**config.mk**
```make
export PLATFORM = sky130hd
export DESIGN_NAME = regfile_sb
export DESIGN_NICKNAME = d
export VERILOG_FILES = /design/src/rtl/regfile_pkg.sv /design/src/rtl/regfile_scoreboard.sv /design/src/rtl/regfile_sb.sv
export SDC_FILE = /design/constraint.sdc
export NUM_CORES = 1
export LEC_CHECK = 0
export CORE_MARGIN = 2
export CORE_UTILIZATION = 53
export DETAILED_ROUTE_END_ITERATION = 7
export GPL_TIMING_DRIVEN = 0
export PLACE_DENSITY = 0.77
export SLEW_MARGIN = 20
export SYNTH_ARGS = -nofsm -noshare
export SYNTH_HDL_FRONTEND = slang
export SYNTH_SLANG_ARGS = --single-unit
```
**constraint.sdc**
```tcl
create_clock -name clk -period 2.2 [get_ports clk]
set_clock_uncertainty 0.1 [all_clocks]
set_input_delay 0.22 -clock clk [delete_from_list [all_inputs] [get_ports clk]]
set_output_delay 0.22 -clock clk [all_outputs]
set_load 0.005 [all_outputs]
```
**src/rtl/regfile_pkg.sv**
```systemverilog
// rtl/regfile_pkg.sv - shared constants and helpers for the regfile_sb register file
package regfile_pkg;

  localparam int DEFAULT_DW    = 16;
  localparam int DEFAULT_DEPTH = 8;

  // Address width for a register count; never narrower than one bit.
  function automatic int clog2(input int value);
    int r;
    r = 1;
    for (int i = 1; i < 31; i++) begin
      if ((1 << i) < value) r = i + 1;
    end
    return r;
  endfunction

endpackage

```
**src/rtl/regfile_scoreboard.sv**
```systemverilog
// rtl/regfile_scoreboard.sv - pending-write bits, WAW issue stall and pending counter
module regfile_scoreboard
  import regfile_pkg::*;
#(
  parameter int  DEPTH    = DEFAULT_DEPTH,
  parameter int  ZERO_REG = 0,
  localparam int AW       = clog2(DEPTH)
) (
  input  logic          clk,
  input  logic          rst_n,
  input  logic [AW-1:0] rd_addr1,
  input  logic [AW-1:0] rd_addr2,
  output logic          rd_pend1,
  output logic          rd_pend2,
  input  logic          wr_en,
  input  logic [AW-1:0] wr_addr,
  input  logic          iss_en,
  input  logic [AW-1:0] iss_addr,
  output logic          iss_stall,
  output logic [AW:0]   pend_cnt
);

  localparam int CW = AW + 1;

  logic [DEPTH-1:0] pend;
  logic [DEPTH-1:0] pend_nxt;
  logic             iss_zero;
  logic             wr_hit;
  logic             set_ok;
  logic             set_eff;
  logic             clr_eff;

  assign iss_zero  = (ZERO_REG != 0) && (iss_addr == '0);
  assign wr_hit    = wr_en && (wr_addr == iss_addr);
  // A writeback retiring the same register frees it for the new owner this edge.
  assign iss_stall = iss_en && pend[iss_addr] && !wr_hit && !iss_zero;
  assign set_ok    = iss_en && !iss_stall && !iss_zero;
  assign set_eff   = set_ok && !pend[iss_addr];
  assign clr_eff   = wr_en && pend[wr_addr] && !(set_ok && wr_hit);

  assign rd_pend1 = pend[rd_addr1];
  assign rd_pend2 = pend[rd_addr2];

  always_comb begin
    pend_nxt = pend;
    if (wr_en)  pend_nxt[wr_addr]  = 1'b0;
    if (set_ok) pend_nxt[iss_addr] = 1'b1;
  end

  always_ff @(posedge clk or negedge rst_n) begin
    if (!rst_n) begin
      pend     <= '0;
      pend_cnt <= '0;
    end else begin
      pend     <= pend_nxt;
      pend_cnt <= pend_cnt + CW'(set_eff) - CW'(clr_eff);
    end
  end

endmodule

```
**src/rtl/regfile_sb.sv**
```systemverilog
// rtl/regfile_sb.sv - register file with pending-write scoreboard (REGFILE_BYPASS_EN adds write-to-read forwarding)
module regfile_sb
  import regfile_pkg::*;
#(
  parameter int  DW       = DEFAULT_DW,
  parameter int  DEPTH    = DEFAULT_DEPTH,
  parameter int  ZERO_REG = 0,
  localparam int AW       = clog2(DEPTH)
) (
  input  logic          clk,
  input  logic          rst_n,
  input  logic [AW-1:0] rd_addr1,
  input  logic [AW-1:0] rd_addr2,
  output logic [DW-1:0] rd_data1,
  output logic [DW-1:0] rd_data2,
  output logic          rd_pend1,
  output logic          rd_pend2,
  input  logic          wr_en,
  input  logic [AW-1:0] wr_addr,
  input  logic [DW-1:0] wr_data,
  input  logic          iss_en,
  input  logic [AW-1:0] iss_addr,
  output logic          iss_stall,
  output logic [AW:0]   pend_cnt
);

  logic [DW-1:0] rf [DEPTH];
  logic          sb_pend1;
  logic          sb_pend2;
  logic          wr_zero;

  assign wr_zero = (ZERO_REG != 0) && (wr_addr == '0);

  regfile_scoreboard #(
    .DEPTH    (DEPTH),
    .ZERO_REG (ZERO_REG)
  ) u_sb (
    .clk       (clk),
    .rst_n     (rst_n),
    .rd_addr1  (rd_addr1),
    .rd_addr2  (rd_addr2),
    .rd_pend1  (sb_pend1),
    .rd_pend2  (sb_pend2),
    .wr_en     (wr_en),
    .wr_addr   (wr_addr),
    .iss_en    (iss_en),
    .iss_addr  (iss_addr),
    .iss_stall (iss_stall),
    .pend_cnt  (pend_cnt)
  );

  // Each register resets to its own index, which makes r0 zero as well.
  always_ff @(posedge clk or negedge rst_n) begin
    if (!rst_n) begin
      for (int i = 0; i < DEPTH; i++) rf[i] <= DW'(i);
    end else if (wr_en && !wr_zero) begin
      rf[wr_addr] <= wr_data;
    end
  end

  always_comb begin
    rd_data1 = rf[rd_addr1];
    rd_pend1 = sb_pend1;
`ifdef REGFILE_BYPASS_EN
    if (wr_en && (wr_addr == rd_addr1)) begin
      rd_data1 = wr_data;
      rd_pend1 = 1'b0;
    end
`endif
    if ((ZERO_REG != 0) && (rd_addr1 == '0)) begin
      rd_data1 = '0;
      rd_pend1 = 1'b0;
    end
  end

  always_comb begin
    rd_data2 = rf[rd_addr2];
    rd_pend2 = sb_pend2;
`ifdef REGFILE_BYPASS_EN
    if (wr_en && (wr_addr == rd_addr2)) begin
      rd_data2 = wr_data;
      rd_pend2 = 1'b0;
    end
`endif
    if ((ZERO_REG != 0) && (rd_addr2 == '0)) begin
      rd_data2 = '0;
      rd_pend2 = 1'b0;
    end
  end

endmodule

```
==> flow_summary_export.csv <==
group,metric,value,unit
run_status,status,"finished with violations",
run_status,violations,"setup timing",
layout,drive_gt1_share,61.7,%
logic_synthesis,synth_top_area_cell,"dfrtp_1",
setup_path,crit_fanout,2,
sta,rsz0062_at_grt,"true",
sta,hold_ws,0.224,ns
logic_synthesis,avgSynthCellArea,16.2,um2
sta,layout_min_cycle_time,2.43,ns
detailed_routing,dr_total_vias,5012,
grt,grt-ovfl-total,0,
logic_synthesis,seq_area_frac_synth,45.6,%
sta,fin_ws,-0.229,ns
layout,design_area,9570,um2
logic_synthesis,syn_area,7710,um2
floorplan,io-pin-count,71,
placement,port_buffers,61,
floorplan,die-height,125,um
grt,grt_pass1_wl,30600,um
power_and_ir_drop,p_leak,4.07,nW
grt,first_global_vias,5353,
sta,period_share,110,%
setup_path,slowest_delay,0.48,ns
floorplan,die_area,15500,um2
detailed_routing,drc,0,
setup_path,required,2.42,ns
sta,hold_viol_final,0,
sta,setup_viol,4,
logic_synthesis,synth_area_leaders,"dfrtp_1, mux2_2, mux4_2, dfstp_2, buf_6",
setup_path,crit_chain,"mux4_2 > nand3b_1 > mux2i_1 > a2bb2oi_2 > ha_1 > inv_1 > ha_2 > fa_2 > xor2_1",
layout,num-nets-final,633,
cts,path_clk_slew,0.06,ns
cts,clk_path_buf_depth,2,
logic_synthesis,ys_warn_count,0,
grt,use_met3,7.30,%
detailed_routing,ant_nets,0,
cts,htreeDepth,4,
floorplan,initial_core_util,53.7,%
detailed_routing,drt_iter0_markers,262,
grt,use_met1,34.6,%
grt,track_usage,26.1,%
grt,top_usage_layer,"met2",
detailed_routing,routed_wl,19300,um
placement,gp_congestion,0.827,
placement,dp_cells,723,
grt,grt_max_degree,79,
floorplan,die_w,125,um
placement,dp_slack,-0.589,ns
cts,numCtsBuffers,17,
cts,clock_latency,0.43,ns
grt,antenna_found_initial,0,
logic_synthesis,yosysUniqueCellTypes,38,
setup_path,regToRegSetupSlack,-0.23,ns
layout,area_delta_synth_final,24.1,%
floorplan,num_rows,44,
logic_synthesis,syn_inst,477,
detailed_routing,wire_per_inst,24.4,um
layout,final_cells,792,
setup_path,cp-end-kind,"flip-flop",
setup_path,cp.arrival,2.64,ns
setup_path,cp_num_buf_inv,1,
cts,cts.sinks,140,
sta,timing.fmax,412,MHz
sta,worst_pin_slew,0.699,ns
setup_path,critPathSlowestCell,"mux4_2",
logic_synthesis,yosysTopAreaCellShare,41.5,%
grt,gr-usage-met2,41.6,%
setup_path,worstSetupPathType,"reg2reg",
placement,placed_cell_area,8590,um2
layout,antenna_cells,0,
sta,slew_headroom,53.3,%
setup_path,worst_path_dominant_cell_family,"adder cells",
logic_synthesis,synth-seq-cells,140,
cts,cts_tree,"done",
detailed_routing,vias_per_cell,6.33,
sta,drv_slew,0,
detailed_routing,drt_pre_antenna_iters,5,
floorplan,core,14400,um2
cts,cts_root_buf,"clkbuf_16",
power_and_ir_drop,total_power,9.57,mW
job,maxCapViolCount,0,
setup_path,worst_setup_path_start_kind,"flip-flop",
power_and_ir_drop,power.density,1000,nW/um2
worst_hold_path,min_path_type,"in2async",
logic_synthesis,synthesis.nets,514,
placement,dpl.hpwl,11900,um
power_and_ir_drop,ir_drop,580,uV
[kinds of logic after synthesis]
logic type | Yosys count | synth area share, %
xor gates and xnor gates | 5 | 0.568
AOI/OAI and AO/OA | 19 | 1.61
buffers and inverters | 42 | 3.36
and+or+nand+nor | 29 | 3.13
muxes | 237 | 44.8
DFF | 140 | 45.6
adders and majority gates | 5 | 0.908
[registers in the layout, summed over array words and instances, names as in the netlist]
register	count
rf	128
u_sb.pend_cnt	4
u_sb.pend	8
[worst paths after layout]
path,depth (start not counted),to,from
max reg2reg,9,u_sb.pend_cnt[2],u_sb.pend[6]
max,9,u_sb.pend_cnt[2],u_sb.pend[6]
max in group asynchronous,3,rf[56],rst_n
min in group clk,4,rf[63],wr_addr[2]
min reg2reg,1,rf[23],rf[23]
min,2,rf[112],rst_n
[through the flow]
stage / utilization [%] / TNS [ns]
6_report: 66.6 / -0.624
5_1_grt: 66.6 / -0.838
4_1_cts: 66.0 / -0.780
3_5_place_dp: 59.8 / -19.47
3_3_place_gp: 59.5 / -620.82
2_1_floorplan: - / -0.258
[layout make-up]
type                       instances  area, um2
clock buffer                      19        453
fill                             983       4800
multi-input combinational        295       4010
clock inverter                    12        194
timing repair buffer             100        882
tap                              184        230
sequential                       140       3520
buffer                            33        246
inverter                           9       33.8
[cells in the final DEF (no fill, tap or decap), drive strengths merged, types with 2 or more instances in the layout]
cell	instances
mux2	162
dfrtp	128
mux4	70
buf	68
clkbuf	31
clkdlybuf4s50	23
dlygate4sd2	15
clkdlybuf4s15	14
dfstp	12
nand2	9
inv	9
o22ai	6
o21ai	6
mux2i	5
bufinv	5
clkinv	5
ha	4
xor2	3
nand4b	3
nand2b	3
nor3	3
nand3	2
nor2	2
or2	2
xnor2	2
o32a	2
nor3b	2
clkinvlp	2
[power breakdown]
group          internal [mW]  leakage (nW)  switching, mW
Clock                   2.06         0.315           1.12
Sequential              3.22          1.66          0.436
Combinational           1.78          2.10          0.963
[per-layer routing]
layer	vias up	part of all wire, %
li1	2107	-
met1	2701	42
met2	174	50
met3	30	5.8
met4	0	2.0
met5	-	0
[cells in the mapped netlist, drive strengths merged]
cell type and count:
mux2 162, dfrtp 128, mux4 70, buf 28
dfstp 12, inv 9, nand2 9, o21ai 6
o22ai 6, clkbuf 5, mux2i 5, ha 4
nand2b 3, nand4b 3, nor3 3, xor2 3
nand3 2, nor2 2, nor3b 2, o32a 2
or2 2, xnor2 2, a21o 1, a21oi 1
a2bb2oi 1, a31o 1, a31oi 1, fa 1
nand3b 1, nand4 1, nand4bb 1
[repair_timing]
action | CTS | global route
hold buffers | 1 | 0
setup endpoints to repair | 38 | 26
hold endpoints to repair | 62 | 0
gates cloned | 0 | 0
setup buffers | 33 | 5
resized for setup | 63 | 45
pin swaps | 0 | 0
Power figures use the tool's default switching activity.
